### src/rtl/axi_rd_if.sv
// axi_rd_if: AXI4 read-address and read-data channels between a read master and a memory slave.
interface axi_rd_if #(
  parameter int ID_WIDTH = 4,
  parameter int DATA_WIDTH = 128
);
  logic [ID_WIDTH-1:0] arid;
  logic [31:0] araddr;
  logic [7:0] arlen;
  logic [2:0] arsize;
  logic [1:0] arburst;
  logic arlock;
  logic [3:0] arcache;
  logic [2:0] arprot;
  logic [3:0] arqos;
  logic arvalid;
  logic arready;
  logic [ID_WIDTH-1:0] rid;
  logic [DATA_WIDTH-1:0] rdata;
  logic [1:0] rresp;
  logic rlast;
  logic rvalid;
  logic rready;
  modport master (
    output arid, araddr, arlen, arsize, arburst, arlock, arcache, arprot, arqos, arvalid, rready,
    input arready, rid, rdata, rresp, rlast, rvalid
  );
  modport slave (
    input arid, araddr, arlen, arsize, arburst, arlock, arcache, arprot, arqos, arvalid, rready,
    output arready, rid, rdata, rresp, rlast, rvalid
  );
endinterface

### src/rtl/axi_rd_bram_loader.sv
// axi_rd_bram_loader: fetches a contiguous block of words in fixed-length INCR bursts into the input BRAM.
// Define LOADER_RESP_CHECK_EN to flag RRESP errors and RLAST/beat-count mismatches on err.
module axi_rd_bram_loader #(
  parameter int M_AXI_ID_WIDTH = 4,
  parameter int M_AXI_DATA_WIDTH = 128,
  parameter int ADDR_WIDTH = 11,
  parameter int BURST_LEN = 16
) (
  input  logic clk,
  input  logic rst,
  input  logic start,
  input  logic [31:0] base_addr,
  input  logic [ADDR_WIDTH:0] num_beats,
  input  logic [ADDR_WIDTH-1:0] bram_base,
  output logic busy,
  output logic done,
  output logic err,
  axi_rd_if.master m_axi,
  output logic bram_we,
  output logic [ADDR_WIDTH-1:0] bram_waddr,
  output logic [M_AXI_DATA_WIDTH-1:0] bram_wdata
);
  localparam int RW = ADDR_WIDTH + 1;
  typedef enum logic [1:0] {IDLE, ADDR, DATA, FIN} state_t;
  state_t state, state_nx;
  logic [31:0] addr;
  logic [RW-1:0] remaining, cnt, len;
  logic [ADDR_WIDTH-1:0] wptr;
  logic accept, ar_hs, r_hs, last_cnt, last_beat;
  assign len = (remaining < RW'(BURST_LEN)) ? remaining : RW'(BURST_LEN);
  assign accept = (state == IDLE) && start;
  assign ar_hs = m_axi.arvalid && m_axi.arready;
  assign r_hs = m_axi.rvalid && m_axi.rready;
  assign last_cnt = cnt == len - RW'(1);
  assign last_beat = r_hs && last_cnt;
  assign m_axi.arid = '0;
  assign m_axi.arsize = 3'b100;
  assign m_axi.arburst = 2'b01;
  assign m_axi.arlock = 1'b0;
  assign m_axi.arcache = 4'b0010;
  assign m_axi.arprot = 3'b000;
  assign m_axi.arqos = 4'b0000;
  always_ff @(posedge clk or posedge rst)
    if (rst) state <= IDLE;
    else state <= state_nx;
  always_comb begin
    state_nx = state;
    case (state)
      IDLE: if (start) state_nx = (num_beats == '0) ? FIN : ADDR;
      ADDR: if (ar_hs) state_nx = DATA;
      DATA: if (last_beat) state_nx = (remaining == len) ? FIN : ADDR;
      FIN:  state_nx = IDLE;
    endcase
  end
  always_comb begin
    m_axi.arvalid = state == ADDR;
    m_axi.araddr = (state == ADDR) ? addr : '0;
    m_axi.arlen = (state == ADDR) ? 8'(len - RW'(1)) : '0;
    m_axi.rready = state == DATA;
    busy = state != IDLE;
  end
  // Burst end is counted locally; RLAST only feeds the optional error check.
  always_ff @(posedge clk or posedge rst)
    if (rst) begin
      addr <= '0;
      remaining <= '0;
      cnt <= '0;
      wptr <= '0;
      bram_we <= 1'b0;
      bram_waddr <= '0;
      bram_wdata <= '0;
      done <= 1'b0;
    end else begin
      bram_we <= r_hs;
      done <= state == FIN;
      if (accept) begin
        addr <= {base_addr[31:4], 4'b0000};
        remaining <= num_beats;
        wptr <= bram_base;
      end
      if (ar_hs) cnt <= '0;
      if (r_hs) begin
        bram_waddr <= wptr;
        bram_wdata <= m_axi.rdata;
        wptr <= wptr + ADDR_WIDTH'(1);
        cnt <= cnt + RW'(1);
      end
      if (last_beat) begin
        addr <= addr + (32'(len) << 4);
        remaining <= remaining - len;
      end
    end
`ifdef LOADER_RESP_CHECK_EN
  always_ff @(posedge clk or posedge rst)
    if (rst) err <= 1'b0;
    else if (accept) err <= 1'b0;
    else if (r_hs && ((m_axi.rresp != 2'b00) || (m_axi.rlast != last_cnt))) err <= 1'b1;
  logic unused_ok;
  assign unused_ok = ^{base_addr[3:0], m_axi.rid};
`else
  assign err = 1'b0;
  logic unused_ok;
  assign unused_ok = ^{base_addr[3:0], m_axi.rid, m_axi.rresp, m_axi.rlast};
`endif
endmodule
### src/flat_wrapper.sv
// flat-port wrapper written by rule: the top's interface ports become plain ports
module axi_rd_bram_loader_flat 
#(
  parameter int M_AXI_ID_WIDTH = 4,
  parameter int M_AXI_DATA_WIDTH = 128,
  parameter int ADDR_WIDTH = 11,
  parameter int BURST_LEN = 16
)
  (clk, rst, start, base_addr, num_beats, bram_base, busy, done, err, bram_we, bram_waddr, bram_wdata, m_axi_arid, m_axi_araddr, m_axi_arlen, m_axi_arsize, m_axi_arburst, m_axi_arlock, m_axi_arcache, m_axi_arprot, m_axi_arqos, m_axi_arvalid, m_axi_rready, m_axi_arready, m_axi_rid, m_axi_rdata, m_axi_rresp, m_axi_rlast, m_axi_rvalid);
  axi_rd_if m_axi_i ();
  input  logic clk;
  input  logic rst;
  input  logic start;
  input  logic [31:0] base_addr;
  input  logic [ADDR_WIDTH:0] num_beats;
  input  logic [ADDR_WIDTH-1:0] bram_base;
  output logic busy;
  output logic done;
  output logic err;
  output logic bram_we;
  output logic [ADDR_WIDTH-1:0] bram_waddr;
  output logic [M_AXI_DATA_WIDTH-1:0] bram_wdata;
  output wire logic [$bits(m_axi_i.arid)-1:0] m_axi_arid;
  output wire logic [$bits(m_axi_i.araddr)-1:0] m_axi_araddr;
  output wire logic [$bits(m_axi_i.arlen)-1:0] m_axi_arlen;
  output wire logic [$bits(m_axi_i.arsize)-1:0] m_axi_arsize;
  output wire logic [$bits(m_axi_i.arburst)-1:0] m_axi_arburst;
  output wire logic [$bits(m_axi_i.arlock)-1:0] m_axi_arlock;
  output wire logic [$bits(m_axi_i.arcache)-1:0] m_axi_arcache;
  output wire logic [$bits(m_axi_i.arprot)-1:0] m_axi_arprot;
  output wire logic [$bits(m_axi_i.arqos)-1:0] m_axi_arqos;
  output wire logic [$bits(m_axi_i.arvalid)-1:0] m_axi_arvalid;
  output wire logic [$bits(m_axi_i.rready)-1:0] m_axi_rready;
  input wire logic [$bits(m_axi_i.arready)-1:0] m_axi_arready;
  input wire logic [$bits(m_axi_i.rid)-1:0] m_axi_rid;
  input wire logic [$bits(m_axi_i.rdata)-1:0] m_axi_rdata;
  input wire logic [$bits(m_axi_i.rresp)-1:0] m_axi_rresp;
  input wire logic [$bits(m_axi_i.rlast)-1:0] m_axi_rlast;
  input wire logic [$bits(m_axi_i.rvalid)-1:0] m_axi_rvalid;
  assign m_axi_arid = m_axi_i.arid;
  assign m_axi_araddr = m_axi_i.araddr;
  assign m_axi_arlen = m_axi_i.arlen;
  assign m_axi_arsize = m_axi_i.arsize;
  assign m_axi_arburst = m_axi_i.arburst;
  assign m_axi_arlock = m_axi_i.arlock;
  assign m_axi_arcache = m_axi_i.arcache;
  assign m_axi_arprot = m_axi_i.arprot;
  assign m_axi_arqos = m_axi_i.arqos;
  assign m_axi_arvalid = m_axi_i.arvalid;
  assign m_axi_rready = m_axi_i.rready;
  assign m_axi_i.arready = m_axi_arready;
  assign m_axi_i.rid = m_axi_rid;
  assign m_axi_i.rdata = m_axi_rdata;
  assign m_axi_i.rresp = m_axi_rresp;
  assign m_axi_i.rlast = m_axi_rlast;
  assign m_axi_i.rvalid = m_axi_rvalid;
  axi_rd_bram_loader #(.M_AXI_ID_WIDTH(M_AXI_ID_WIDTH), .M_AXI_DATA_WIDTH(M_AXI_DATA_WIDTH), .ADDR_WIDTH(ADDR_WIDTH), .BURST_LEN(BURST_LEN)) u_core (.clk(clk), .rst(rst), .start(start), .base_addr(base_addr), .num_beats(num_beats), .bram_base(bram_base), .busy(busy), .done(done), .err(err), .m_axi(m_axi_i), .bram_we(bram_we), .bram_waddr(bram_waddr), .bram_wdata(bram_wdata));
endmodule
### config.mk
export PLATFORM = sky130hd
export DESIGN_NAME = axi_rd_bram_loader_flat
export DESIGN_NICKNAME = d
export VERILOG_FILES = /design/src/rtl/axi_rd_if.sv /design/src/rtl/axi_rd_bram_loader.sv /design/src/flat_wrapper.sv
export SDC_FILE = /design/constraint.sdc
export NUM_CORES = 1
export LEC_CHECK = 0
export CORE_MARGIN = 5
export CORE_UTILIZATION = 30
export CTS_CLUSTER_DIAMETER = 100
export DETAILED_ROUTE_END_ITERATION = 10
export GPL_TIMING_DRIVEN = 1
export MAX_ROUTING_LAYER = met4
export PLACE_DENSITY = 0.59
export SLEW_MARGIN = 20
export SYNTH_ARGS = -nofsm -noshare
export SYNTH_HDL_FRONTEND = slang
export SYNTH_SLANG_ARGS = --single-unit
### constraint.sdc
create_clock -name clk -period 7.3 [get_ports clk]
set_input_delay 1.46 -clock clk [delete_from_list [all_inputs] [get_ports clk]]
set_output_delay 1.46 -clock clk [all_outputs]
set_load 0.02 [all_outputs]
==> impl_metrics.csv <==
group,metric,value,unit
drt,routed_wl,34.1,mm
cells_and_area,area_growth,48.4,%
setup_path,worst-path-max-fanout,76,
logic_synthesis,yosys_warnings,0,
timing,relSlewSlack,0.336,
logic_synthesis,synth_cell_types,68,
logic_synthesis,ys_ff_latch,206,
logic_synthesis,postSynthCellCount,1167,
timing,fin_setup_tns,0,ns
drt,first_iter_violations,568,
cells_and_area,num-nets-final,1723,
logic_synthesis,muxShareOfSynthArea,0.00513,
cells_and_area,seqCellArea,5150,sq um
timing,rsz0062_at_grt,"false",
grt,grt_pass1_wl,51.9,mm
logic_synthesis,synth_edf_count,0,
cts,tritoncts,"yes",
setup_path,worstPathRequired,7.68,ns
grt,grt_max_degree,98,
job,maxCapViolCount,0,
timing,hold_violations,0,
cts,clkTransAtPathRegs,0.06,ns
run_status,status,"finished, final reports clean",
setup_path,critPathKind,"in -> reg",
drt,vias_per_cell,4.72,
cts,htree_levels,1,
logic_synthesis,synth_seq_area_share,0.516,
power_and_ir_drop,leakagePower,6.77,nW
timing,worst_clock_skew,0.0124,ns
logic_synthesis,synth-async-reset-ratio,1.00,
cts,cts_buffers,25,
placement,port_buffers,363,
placement,dpl_cell_area,13900,sq um
floorplan,fp.dieW,193,um
cts,cts_buffer_depth,3,
placement,gp_congestion,0.818,
grt,antenna_found_initial,6,
drt,wl_per_cell,17.2,um
cells_and_area,final_area,14800,sq um
grt,grt_pass1_vias,9387,
power_and_ir_drop,power.density,432,nW/um^2
logic_synthesis,synth_top_family_by_area,"simple AND/OR/NAND/NOR gates",
drt,final_antenna_net_count,0,
logic_synthesis,synthFlopType,"dfrtp_1",
drt,drc,0,
power_and_ir_drop,vdd_drop_max,0.160,mV
grt,grt-ovfl-total,0,
cells_and_area,drive_gt1_frac,0.0484,
setup_path,worst_r2r_path_depth,9,
floorplan,die_height,193,um
setup_path,cp.arrival,5.40,ns
drt,firstDrtPassIters,5,
timing,finalCritPeriodShare,0.687,
cts,postCtsSetupRepairBufs,0,
timing,worst_pin_slew,0.996,ns
logic_synthesis,syn_avg_cell_area,8.57,sq um
drt,via_count,9341,
timing,setup-violations-final,0,
cells_and_area,layout_common_cells,"nand2_1 (465), clkdlybuf4s50_1 (363), dfrtp_1 (206)",
power_and_ir_drop,power.total,0.00642,W
timing,min_period,5.02,ns
hold_path,min_path_type,"reg -> reg",
hold_path,hold-path-cell-count,2,
placement,dpl.hpwl,24.7,mm
floorplan,start_util,0.306,
timing,fmax,199,MHz
floorplan,rows,66,
cells_and_area,num-fill-cells,3272,
logic_synthesis,synth_fa_ha_area_frac,0.0220,
cts,postCtsHoldBufs,0,
logic_synthesis,synth_compound_area_frac,0.116,
logic_synthesis,synth-xor-area-share,0.0114,
setup_path,crit_path_start_kind,"input port",
cts,cts-root-buf,"clkbuf_16",
timing,slew_violations,0,
grt,grt_usage,0.179,
cts,cts.sinks,206,
cells_and_area,final_common_cell,"nand2_1",
setup_path,end_kind,"register",
cts,cts-resized-gates,0,
floorplan,dieArea,37100,sq um
cells_and_area,multi_input_area,4450,sq um
floorplan,core-area,32700,sq um
cts,insertion_delay,0.51,ns
cells_and_area,fin_util,0.454,
logic_synthesis,synth-simple-area-share,0.277,
logic_synthesis,netlist_area,10000,sq um
floorplan,io_pins,401,
## per-layer routing
layer	wire [um]	part of all wire	global-route usage	vias to the layer above
met5	0	0	-	-
met4	1130	0.033	0.0601	0
met3	2650	0.078	0.0427	70
met2	16700	0.49	0.298	333
met1	13600	0.40	0.214	4403
li1	-	-	-	4535
## cells by family (layout without fill, tap and decap cells)
logic type,count (synthesis),count (layout)
mux,5,5
fa+ha+maj,17,17
other cells,2,40
simple gates,649,649
xor+xnor,13,13
buf+inv,106,436
flops,206,206
compound gates,169,169
## registers in the layout, summed over array words and instances, names as in the netlist
register           flops
u_core.wptr           11
u_core.addr           28
u_core.cnt            12
u_core.remaining      12
u_core.bram_we         1
u_core.done            1
u_core.bram_waddr     11
u_core.state           2
u_core.bram_wdata    128
## synth_stat cells (4+ instances only)
master | n | area (sq um)
nor3_1 | 18 | 90.1
a21oi_1 | 23 | 115
a22oi_1 | 9 | 67.6
xor2_1 | 7 | 61.3
xnor2_1 | 6 | 52.6
nor2b_1 | 5 | 31.3
clkbuf_1 | 52 | 195
ha_1 | 16 | 200
a31oi_1 | 8 | 50.1
o31ai_1 | 5 | 37.5
inv_1 | 17 | 63.8
and3_1 | 11 | 68.8
mux2i_1 | 4 | 40.0
buf_4 | 26 | 195
dfrtp_1 | 206 | 5150
and2_1 | 34 | 213
or2_2 | 4 | 25.0
a21o_1 | 5 | 37.5
nand4_1 | 11 | 68.8
o311ai_0 | 5 | 43.8
o22ai_1 | 11 | 68.8
a221o_1 | 9 | 90.1
o21ai_0 | 47 | 235
nor2_1 | 54 | 203
a211oi_1 | 11 | 82.6
nand2_1 | 466 | 1750
nor4_1 | 7 | 43.8
nand3_1 | 21 | 105
o211ai_1 | 6 | 45.0
## power by group
part / switching (W) / total (W) / internal [W]
registers: 0.000382 / 0.00203 / 0.00165
clock network: 0.000490 / 0.00132 / 0.000831
logic: 0.00171 / 0.00306 / 0.00135
## path summary, 6_finish.rpt
| path | to | start | slack (ns) |
|---|---|---|---|
| worst max-delay path | u_core.remaining[11] | m_axi_rvalid | 2.28 |
| worst min-delay path | u_core.bram_wdata[125] | u_core.bram_wdata[125] | 0.47 |
| worst max register to register | u_core.remaining[11] | u_core.state[1] | 2.59 |
| worst min register to register | u_core.bram_wdata[125] | u_core.bram_wdata[125] | 0.47 |
| max in group asynchronous | u_core.bram_wdata[46] | rst | 4.52 |
| min in group asynchronous | u_core.bram_wdata[49] | rst | 1.46 |
## final cells by class
class,count,area share
Antenna cell,6,0.00101
Inverter,19,0.00565
Multi-Input combinational cell,887,0.300
Clock inverter,10,0.0108
Timing Repair Buffer,372,0.249
Clock buffer,35,0.0487
Tap cell,442,0.0373
Sequential cell,206,0.347
## through the flow
stage / setup WS (ns) / hold slack [ns] / cells
6_report: 2.28 / 0.472 / 1977
4_1_cts: 2.26 / 0.476 / 1971
2_1_floorplan: 0.216 / 0.447 / 1199
3_5_place_dp: 1.72 / 0.461 / 1926
3_3_place_gp: 1.79 / 0.457 / 1926
5_1_grt: 1.89 / 0.494 / 1977
## worst max-delay path, stage by stage
cell and delay, ns:
clkdlybuf4s50_1 0.57, nand2_4 0.39, inv_4 0.77, o21ai_0 0.20, a2111o_1 0.41, nor3_4 0.37
nand2_1 0.55, o311ai_0 0.48, nand2_1 0.10
(Power assumes the default switching activity.)
